<file path="src/rtl/mesh_pkg.sv">
// Mesh-wide packet types, coordinate widths and dedup key layout shared by the
// fan-out generator and the ejection receiver.
package mesh_pkg;
  localparam int COORD_W = 3;
  localparam int NODE_W  = 2 * COORD_W;
  localparam int SEQ_W   = 4;

  typedef enum logic [1:0] {
    PKT_UNI = 2'b00,
    PKT_COL = 2'b01,
    PKT_ROW = 2'b10,
    PKT_BC  = 2'b11
  } pkt_type_e;

  typedef struct packed {
    logic [NODE_W-1:0] src;
    logic [SEQ_W-1:0]  seq;
    pkt_type_e         pkt_type;
  } dedup_key_t;

  function automatic logic [NODE_W-1:0] node_id(input logic [COORD_W-1:0] x,
                                                 input logic [COORD_W-1:0] y);
    return {y, x};
  endfunction
endpackage

</file>
<file path="src/rtl/multi_packet_eject_if.sv">
// Router-local-port ingress and core-facing egress of the ejection receiver;
// both sides are valid/ready.
interface multi_packet_eject_if #(parameter int DATA_W = 32);
  import mesh_pkg::*;

  logic              in_vld;
  logic              in_rdy;
  logic [1:0]        in_pkt_type;
  logic [NODE_W-1:0] in_tgt;
  logic [NODE_W-1:0] in_src;
  logic [SEQ_W-1:0]  in_seq;
  logic [DATA_W-1:0] in_data;

  logic              out_vld;
  logic              out_rdy;
  logic [1:0]        out_pkt_type;
  logic [NODE_W-1:0] out_src;
  logic [DATA_W-1:0] out_data;

  modport master (
    output in_vld, in_pkt_type, in_tgt, in_src, in_seq, in_data, out_rdy,
    input  in_rdy, out_vld, out_pkt_type, out_src, out_data
  );

  modport slave (
    input  in_vld, in_pkt_type, in_tgt, in_src, in_seq, in_data, out_rdy,
    output in_rdy, out_vld, out_pkt_type, out_src, out_data
  );
endinterface

</file>
<file path="src/rtl/eject_fifo.sv">
// Synchronous FIFO, one-cycle push-to-head latency, no passthrough; push is
// ignored when full, pop ignored when empty (callers gate on full/empty).
module eject_fifo #(
  parameter int DEPTH = 2,
  parameter int WIDTH = 8
) (
  input  logic             clk,
  input  logic             rst_n,
  input  logic             push_i,
  input  logic [WIDTH-1:0] push_dat_i,
  input  logic             pop_i,
  output logic [WIDTH-1:0] head_dat_o,
  output logic             full_o,
  output logic             empty_o
);
  localparam int PTR_W = (DEPTH > 1) ? $clog2(DEPTH) : 1;
  localparam logic [PTR_W:0]   CNT_FULL = DEPTH[PTR_W:0];
  localparam logic [PTR_W:0]   CNT_ONE  = 1;
  localparam logic [PTR_W-1:0] PTR_ONE  = 1;

  logic [WIDTH-1:0] mem_q [DEPTH];
  logic [PTR_W-1:0] wr_ptr_q, wr_ptr_d;
  logic [PTR_W-1:0] rd_ptr_q, rd_ptr_d;
  logic [PTR_W:0]   cnt_q, cnt_d;
  logic             do_push, do_pop;

  assign full_o     = (cnt_q == CNT_FULL);
  assign empty_o    = (cnt_q == '0);
  assign head_dat_o = mem_q[rd_ptr_q];
  assign do_push    = push_i & ~full_o;
  assign do_pop     = pop_i & ~empty_o;

  always_comb begin
    wr_ptr_d = wr_ptr_q;
    rd_ptr_d = rd_ptr_q;
    cnt_d    = cnt_q;
    if (do_push) wr_ptr_d = wr_ptr_q + PTR_ONE;
    if (do_pop)  rd_ptr_d = rd_ptr_q + PTR_ONE;
    case ({do_push, do_pop})
      2'b10:   cnt_d = cnt_q + CNT_ONE;
      2'b01:   cnt_d = cnt_q - CNT_ONE;
      default: cnt_d = cnt_q;
    endcase
  end

  always_ff @(posedge clk) begin
    if (!rst_n) begin
      wr_ptr_q <= '0;
      rd_ptr_q <= '0;
      cnt_q    <= '0;
    end else begin
      wr_ptr_q <= wr_ptr_d;
      rd_ptr_q <= rd_ptr_d;
      cnt_q    <= cnt_d;
    end
  end

  // Storage carries no reset; validity is tracked entirely by cnt_q.
  always_ff @(posedge clk) begin
    if (do_push) mem_q[wr_ptr_q] <= push_dat_i;
  end
endmodule

</file>
<file path="src/rtl/multi_packet_eject.sv">
// Node ejection receiver: drops misrouted/duplicate copies, buffers the rest,
// delivers one cycle after accept; in_rdy tracks FIFO fullness only.
module multi_packet_eject
  import mesh_pkg::*;
#(
  parameter logic [COORD_W-1:0] LOCAL_X = 3'd0,
  parameter logic [COORD_W-1:0] LOCAL_Y = 3'd0,
  parameter int                 DATA_W  = 32,
  parameter int                 DEPTH   = 2
) (
  input  logic                 clk,
  input  logic                 rst_n,
  multi_packet_eject_if.slave  bus,
  output logic                 drop_mis,
  output logic                 drop_dup,
  output logic [15:0]          rx_cnt,
  output logic [7:0]           err_cnt
);
  localparam int ENTRY_W = 2 + NODE_W + DATA_W;

  logic               fifo_full, fifo_empty;
  logic [ENTRY_W-1:0] head_dat;
  logic               accept, pop, push;
  logic               is_local, is_mcast, is_dup;
  dedup_key_t         in_key;

  dedup_key_t rec_q, rec_d;
  logic       rec_vld_q, rec_vld_d;
  logic       drop_mis_q, drop_mis_d;
  logic       drop_dup_q, drop_dup_d;
  logic [15:0] rx_cnt_q, rx_cnt_d;
  logic [7:0]  err_cnt_q, err_cnt_d;

  assign bus.in_rdy  = ~fifo_full;
  assign bus.out_vld = ~fifo_empty;
  assign {bus.out_pkt_type, bus.out_src, bus.out_data} = head_dat;

  assign drop_mis = drop_mis_q;
  assign drop_dup = drop_dup_q;
  assign rx_cnt   = rx_cnt_q;
  assign err_cnt  = err_cnt_q;

  always_comb begin
    accept   = bus.in_vld & ~fifo_full;
    pop      = ~fifo_empty & bus.out_rdy;
    in_key   = '{src: bus.in_src, seq: bus.in_seq, pkt_type: pkt_type_e'(bus.in_pkt_type)};
    is_local = (bus.in_tgt == node_id(LOCAL_X, LOCAL_Y));
    is_mcast = (pkt_type_e'(bus.in_pkt_type) != PKT_UNI);
    // Unicast bypasses the record entirely: it neither matches nor reloads it.
    is_dup   = is_mcast & rec_vld_q & (in_key == rec_q);

    drop_mis_d = accept & ~is_local;
    drop_dup_d = accept & is_local & is_dup;
    push       = accept & is_local & ~is_dup;

    rec_d     = rec_q;
    rec_vld_d = rec_vld_q;
    if (push && is_mcast) begin
      rec_d     = in_key;
      rec_vld_d = 1'b1;
    end

    rx_cnt_d = pop ? rx_cnt_q + 16'd1 : rx_cnt_q;

    err_cnt_d = err_cnt_q;
    if ((drop_mis_d || drop_dup_d) && err_cnt_q != 8'hFF) err_cnt_d = err_cnt_q + 8'd1;
  end

  always_ff @(posedge clk) begin
    if (!rst_n) begin
      rec_q      <= '0;
      rec_vld_q  <= 1'b0;
      drop_mis_q <= 1'b0;
      drop_dup_q <= 1'b0;
      rx_cnt_q   <= '0;
      err_cnt_q  <= '0;
    end else begin
      rec_q      <= rec_d;
      rec_vld_q  <= rec_vld_d;
      drop_mis_q <= drop_mis_d;
      drop_dup_q <= drop_dup_d;
      rx_cnt_q   <= rx_cnt_d;
      err_cnt_q  <= err_cnt_d;
    end
  end

  eject_fifo #(
    .DEPTH (DEPTH),
    .WIDTH (ENTRY_W)
  ) u_fifo (
    .clk        (clk),
    .rst_n      (rst_n),
    .push_i     (push),
    .push_dat_i ({bus.in_pkt_type, bus.in_src, bus.in_data}),
    .pop_i      (pop),
    .head_dat_o (head_dat),
    .full_o     (fifo_full),
    .empty_o    (fifo_empty)
  );
endmodule

</file>
<file path="src/flat_wrapper.sv">
// flat-port wrapper written by rule: the top's interface ports become plain ports
module multi_packet_eject_flat import mesh_pkg::*;
#(
  parameter logic [COORD_W-1:0] LOCAL_X = 3'd0,
  parameter logic [COORD_W-1:0] LOCAL_Y = 3'd0,
  parameter int                 DATA_W  = 32,
  parameter int                 DEPTH   = 2
)
  (clk, rst_n, drop_mis, drop_dup, rx_cnt, err_cnt, bus_in_vld, bus_in_pkt_type, bus_in_tgt, bus_in_src, bus_in_seq, bus_in_data, bus_out_rdy, bus_in_rdy, bus_out_vld, bus_out_pkt_type, bus_out_src, bus_out_data);
  multi_packet_eject_if #(.DATA_W(DATA_W)) bus_i ();
  input  logic clk;
  input  logic rst_n;
  output logic drop_mis;
  output logic drop_dup;
  output logic [15:0] rx_cnt;
  output logic [7:0] err_cnt;
  input wire logic [$bits(bus_i.in_vld)-1:0] bus_in_vld;
  input wire logic [$bits(bus_i.in_pkt_type)-1:0] bus_in_pkt_type;
  input wire logic [$bits(bus_i.in_tgt)-1:0] bus_in_tgt;
  input wire logic [$bits(bus_i.in_src)-1:0] bus_in_src;
  input wire logic [$bits(bus_i.in_seq)-1:0] bus_in_seq;
  input wire logic [$bits(bus_i.in_data)-1:0] bus_in_data;
  input wire logic [$bits(bus_i.out_rdy)-1:0] bus_out_rdy;
  output wire logic [$bits(bus_i.in_rdy)-1:0] bus_in_rdy;
  output wire logic [$bits(bus_i.out_vld)-1:0] bus_out_vld;
  output wire logic [$bits(bus_i.out_pkt_type)-1:0] bus_out_pkt_type;
  output wire logic [$bits(bus_i.out_src)-1:0] bus_out_src;
  output wire logic [$bits(bus_i.out_data)-1:0] bus_out_data;
  assign bus_i.in_vld = bus_in_vld;
  assign bus_i.in_pkt_type = bus_in_pkt_type;
  assign bus_i.in_tgt = bus_in_tgt;
  assign bus_i.in_src = bus_in_src;
  assign bus_i.in_seq = bus_in_seq;
  assign bus_i.in_data = bus_in_data;
  assign bus_i.out_rdy = bus_out_rdy;
  assign bus_in_rdy = bus_i.in_rdy;
  assign bus_out_vld = bus_i.out_vld;
  assign bus_out_pkt_type = bus_i.out_pkt_type;
  assign bus_out_src = bus_i.out_src;
  assign bus_out_data = bus_i.out_data;
  multi_packet_eject #(.LOCAL_X(LOCAL_X), .LOCAL_Y(LOCAL_Y), .DATA_W(DATA_W), .DEPTH(DEPTH)) u_core (.clk(clk), .rst_n(rst_n), .bus(bus_i), .drop_mis(drop_mis), .drop_dup(drop_dup), .rx_cnt(rx_cnt), .err_cnt(err_cnt));
endmodule
</file>
<file path="config.mk">
export PLATFORM = sky130hd
export DESIGN_NAME = multi_packet_eject_flat
export DESIGN_NICKNAME = d
export VERILOG_FILES = /design/src/rtl/mesh_pkg.sv /design/src/rtl/multi_packet_eject_if.sv /design/src/rtl/eject_fifo.sv /design/src/rtl/multi_packet_eject.sv /design/src/flat_wrapper.sv
export SDC_FILE = /design/constraint.sdc
export NUM_CORES = 1
export LEC_CHECK = 0
export BUFFER_PORTS_ARGS = -buffer_cell sky130_fd_sc_hd__buf_2
export CORE_AREA = 4 4 154 82
export DETAILED_ROUTE_END_ITERATION = 16
export DIE_AREA = 0 0 158 86
export HOLD_SLACK_MARGIN = 0.06
export PLACE_DENSITY = 0.68
export SYNTH_ARGS = -nofsm -noshare
export SYNTH_HDL_FRONTEND = slang
export SYNTH_SLANG_ARGS = --single-unit
</file>
<file path="constraint.sdc">
create_clock -name clk -period 9.2 [get_ports clk]
set_input_delay 2.76 -clock clk [delete_from_list [all_inputs] [get_ports clk]]
set_output_delay 2.76 -clock clk [all_outputs]
set_load 0.03 [all_outputs]
</file>
# Yosys cells after proc, flatten, opt, wreduce, memory -nomap -nowiden
# Memory sizes are Yosys's and may differ from the RTL's. A register that Yosys moved wholly into a read port is not among the register bits.
# Cells that the tools add are included.
# Widths: inputs -> output; s select.
[word_totals]
latch_bits = 0
regBits = 43
n_memories = 1
output_inout_bits = 68
mem_bits_ro = 0
ramBits = 80
[memory_table]
columns = ["memory", "words", "width", "read_ports", "rd_clocked_by_memory_dff", "write_ports", "line", "text"]
rows = [
  ["u_core.u_fifo.mem_q", 2, 40, 1, 1, 1, "eject_fifo.sv:21", "logic [WIDTH-1:0] mem_q [DEPTH];"],
]
[classes]
shift = 0
div_mod_pow = 0
n_mux = 5
multipliers = 0
order_cmp = 0
reduce_logical = 7
add_sub_neg = 6
eq_ne = 5
n_bitwise = 14
[op_table]
columns = ["op", "n"]
rows = [
  ["$add 16x1->16 const B", 1],
  ["$eq 12x12->1", 1],
  ["$and 1x1->1", 10],
  ["$add 8x1->8 const B", 1],
  ["$ne 8x8->1 const B", 1],
  ["$logic_not 6->1", 1],
  ["$eq 2x2->1 const B", 2],
  ["$mux 1", 4],
  ["$not 1->1", 4],
  ["$pmux 2 s2", 1],
  ["$reduce_bool 2->1", 2],
  ["$add 1x1->1 const B", 2],
  ["$add 2x1->2 const B", 1],
  ["$eq 2x1->1 const B", 1],
  ["$logic_and 1x1->1", 2],
  ["$logic_not 2->1", 1],
  ["$sub 2x1->2 const B", 1],
  ["$logic_or 1x1->1", 1],
]

# Longest topological paths before layout
[depth]
ltp_word = 8
depth_mapped = 9
mapped_depth_nobuf = 9

# Modules after synthesis
# A second synthesis with hierarchy kept.
[hier_totals]
hier_cells = 367
area_unflattened_um2 = 4982.3
[modules_own_cells]
columns = ["module", "cells_each", "area_per_inst_um2", "n_inst", "seq_area_each_um2"]
rows = [
  ["eject_fifo", 150, 3109.2, 1, 2502.4],
  ["multi_packet_eject", 217, 1873.0, 1, 780.7],
]

# Worst setup path before layout
# OpenSTA, ideal clock, no wires.
[synth_path]
path_type = "input to register"
from = "in bus_in_pkt_type[1]"
to = "mem u_core.u_fifo.mem_q[0][0] (netlist bit), enable pin"
required_ns = 8.761
path_stages = 6
path_slack_ns = 3.469
t_arrival_ns = 5.293
setup_ns = 0.439
cell_sequence = "nor3b_1 -> a21oi_1 -> nor4_4 -> nor3_2 -> inv_2 -> nor2_1"
[synth_via]
elab_chain_len = 8
[synth_lines]
columns = ["item", "line", "text"]
rows = [
  ["start, declared", "flat_wrapper.sv:18", "input wire logic [$bits(bus_i.in_pkt_type)-1:0] bus_in_pkt_type;"],
  ["parallel branches: the longest is 2 deep, another holds $eq 12x12->1", "n/a", ""],
  ["$and 1x1->1 *", "multi_packet_eject.sv:50", "is_dup = is_mcast & rec_vld_q & (in_key == rec_q);"],
  ["$not 1->1 *", "multi_packet_eject.sv:54", "push = accept & is_local & ~is_dup;"],
  ["$and 1x1->1 *", "multi_packet_eject.sv:54", ""],
  ["$and 1x1->1 *", "eject_fifo.sv:30", "assign do_push = push_i & ~full_o;"],
  ["$mux 1 *", "eject_fifo.sv:60", "if (do_push) mem_q[wr_ptr_q] <= push_dat_i;"],
  ["$mux 1 (not written as such) *", "eject_fifo.sv:60", ""],
  ["end, declared", "eject_fifo.sv:21", ""],
]
# Every way passes the cells marked *.

==> out/metrics.csv <==
metric;value;unit
dp_slack;4180;ps
setup_viol;0;
synth_area_leaders;edfxtp_1 (49%), dfxtp_1 (18%), mux2_2 (9.1%), xnor2_1 (4.8%), nand2_1 (3.0%);
first_global_vias;3041;
crit_fanout;40;
required;6440;ps
root_buffer;clkbuf_16;
yosysTopAreaCell;edfxtp_1;
rsz0062_at_grt;false;
cts_setup_buffers;0;
grt-ovfl-total;0;
hpwl;6540;um
p_int;1060;uW
status;completed;
cts_buffer_depth;2;
post-route-drc-count;0;
final_core_util;55.5;%
yosysUniqueCellTypes;39;
ys_ff_latch;124;
antenna_cells;0;
yosys_warnings;0;
rrSetupSlack;6780;ps
fillCellCount;941;
grt_pass1_wl;15200;um
finalNonFillerCells;645;
cts-buffers-inserted;17;
crit_arrival;2000;ps
synth_cells;352;
core_area;11400;um^2
portBuffers;121;
setup_ws;4440;ps
final.setup.tns;0;ps
ios;122;
finalInstanceArea;6320;um^2
h-tree-depth;4;
wl_per_cell;15.1;um
ctsResizeCount;0;
drt-vias-per-instance;4.80;
start_kind;flip-flop;
power_density;211;nW/um^2
layout_common_cells;buf_2 (121), edfxtp_1 (80), dfxtp_1 (43);
dieArea;13600;um^2
vias;3099;
syn-num-nets;409;
max_freq;210;MHz
clkSinkCount;124;
cts_tree;done;
cts_hold_buf;0;
multi_input_area;1600;um^2
drive_above_1_share;41.0;%
grt_max_degree;60;
pwr-share-clk;52.0;%
gp_congestion;0.788;
placed_area;5690;um^2
start_util;43.3;%
clk_pin_slew;50;ps
sw_frac_of_total;19.9;%
synth_area_per_cell;14.0;um^2
clock_latency;400;ps
postRouteAntennaNets;0;
final_common_cell;buf_2;
wl;9730;um
ir_worst_vdd;0.000108;V
fin_skew;8.38;ps
drt-pass1-iter-count;4;
die-width;158;um
dp_cells;613;
drv_slew;0;
initialDrtViolationCount;147;
crit_type;reg2out;
slew_headroom;35.1;%
end_kind;output pin;
worstHoldPathType;reg2reg;
leakagePower;0.00241;uW
yosysSeqAreaShare;66.6;%
nets;539;
register_area;3280;um^2
netlist.area_leader.share;48.7;%
finalHoldViolations;0;
rows;28;
max-cap-violations;0;
tightest_slew;973;ps
syn-cell-area;4930;um^2
track_usage;14.6;%
fin_crit;4760;ps
p_comb_share;3.2;%
syn_to_final_growth;28.2;%
antenna_found_initial;1;
seqPwrFrac;44.9;%
p_sw;265;uW
post-route-period-util;51.7;%
die_h;86;um
==> final timing paths <==
path | startpoint | endpoint | cells after the start
max reg2reg | u_core.rec_q[4]$_SDFFE_PN0P_ | u_core.u_fifo.mem_q[1][4]$_DFFE_PP_ | 5
max | flip-flop | bus_out_src[4] | 2
min reg2reg | u_core.rec_vld_q$_SDFFE_PN0P_ | u_core.rec_vld_q$_SDFFE_PN0P_ | 1
min | u_core.rec_vld_q$_SDFFE_PN0P_ | u_core.rec_vld_q$_SDFFE_PN0P_ | 1
==> Yosys cell counts (all sizes together) <==
library cell,instances
a21boi,5
a21oi,3
a31o,2
and2,20
and3,5
and4,2
buf,5
clkbuf,6
dfxtp,44
edfxtp,80
ha,3
inv,3
mux2,40
mux2i,11
nand2,40
nand2b,1
nand3,10
nand4,6
nor2,6
nor2b,4
nor3,2
nor3b,1
nor4,2
o2111a,1
o211ai,2
o21a,3
o21ai,8
o31ai,1
or2,1
or3,4
xnor2,27
xor2,4
==> cells by family (layout without fill, tap and decap cells) <==
family	Yosys count	count (layout)	share of synthesized area, %
XOR/XNOR	31	31	5.51
AND/OR/NAND/NOR	104	104	11.1
AO/OA/AOI/OAI	25	25	3.45
adder cells (fa/ha/maj)	3	3	0.762
flip-flops	124	124	66.6
buffers and inverters	14	157	1.14
multiplexers	51	51	11.4
==> worst max-delay path, cell delays in order (launching register included) <==
cell and delay, ps:
dfxtp_2 960, mux2_2 450, buf_2 190
==> through the flow <==
step | hold slack (ps) | total power, uW
after floorplan | 440 | 629
after CTS | 477 | 1350
final | 469 | 1330
after detailed placement | 463 | 651
after global routing | 500 | 1380
after global placement | 452 | 649
==> flip-flops by register name, indices dropped and copies added (netlist names), 2 cells and up, named ones only <==
register,cells
u_core.u_fifo.mem_q,80
u_core.u_fifo.cnt_q,2
u_core.rec_q,12
u_core.err_cnt,8
u_core.rx_cnt,16
==> layer usage <==
layer | track usage (%) | part of all wire, %
met5 | 0 | 0.082
met1 | 20.0 | 49
met3 | 5.54 | 7.0
met4 | 4.88 | 0.78
met2 | 21.5 | 43
==> final cells by class <==
type	count	share of cell area, %
flip-flops and latches	124	52.0
repair buffers	122	9.71
clock inverters	15	3.11
multi-input cells	214	25.3
inverters	3	0.178
well taps	150	2.97
clock buffers	17	6.74
==> power groups by stage <==
| stage | clock network (uW) | registers, uW | logic, uW |
|---|---|---|---|
| finish | 691 | 597 | 41.9 |
| global route | 736 | 597 | 46.3 |
| CTS | 706 | 597 | 42.4 |
| detailed placement | 0 | 609 | 42.0 |
| global placement | 0 | 609 | 40.7 |
| floorplan | 0 | 610 | 19.1 |
Power figures use the tool's default switching activity.
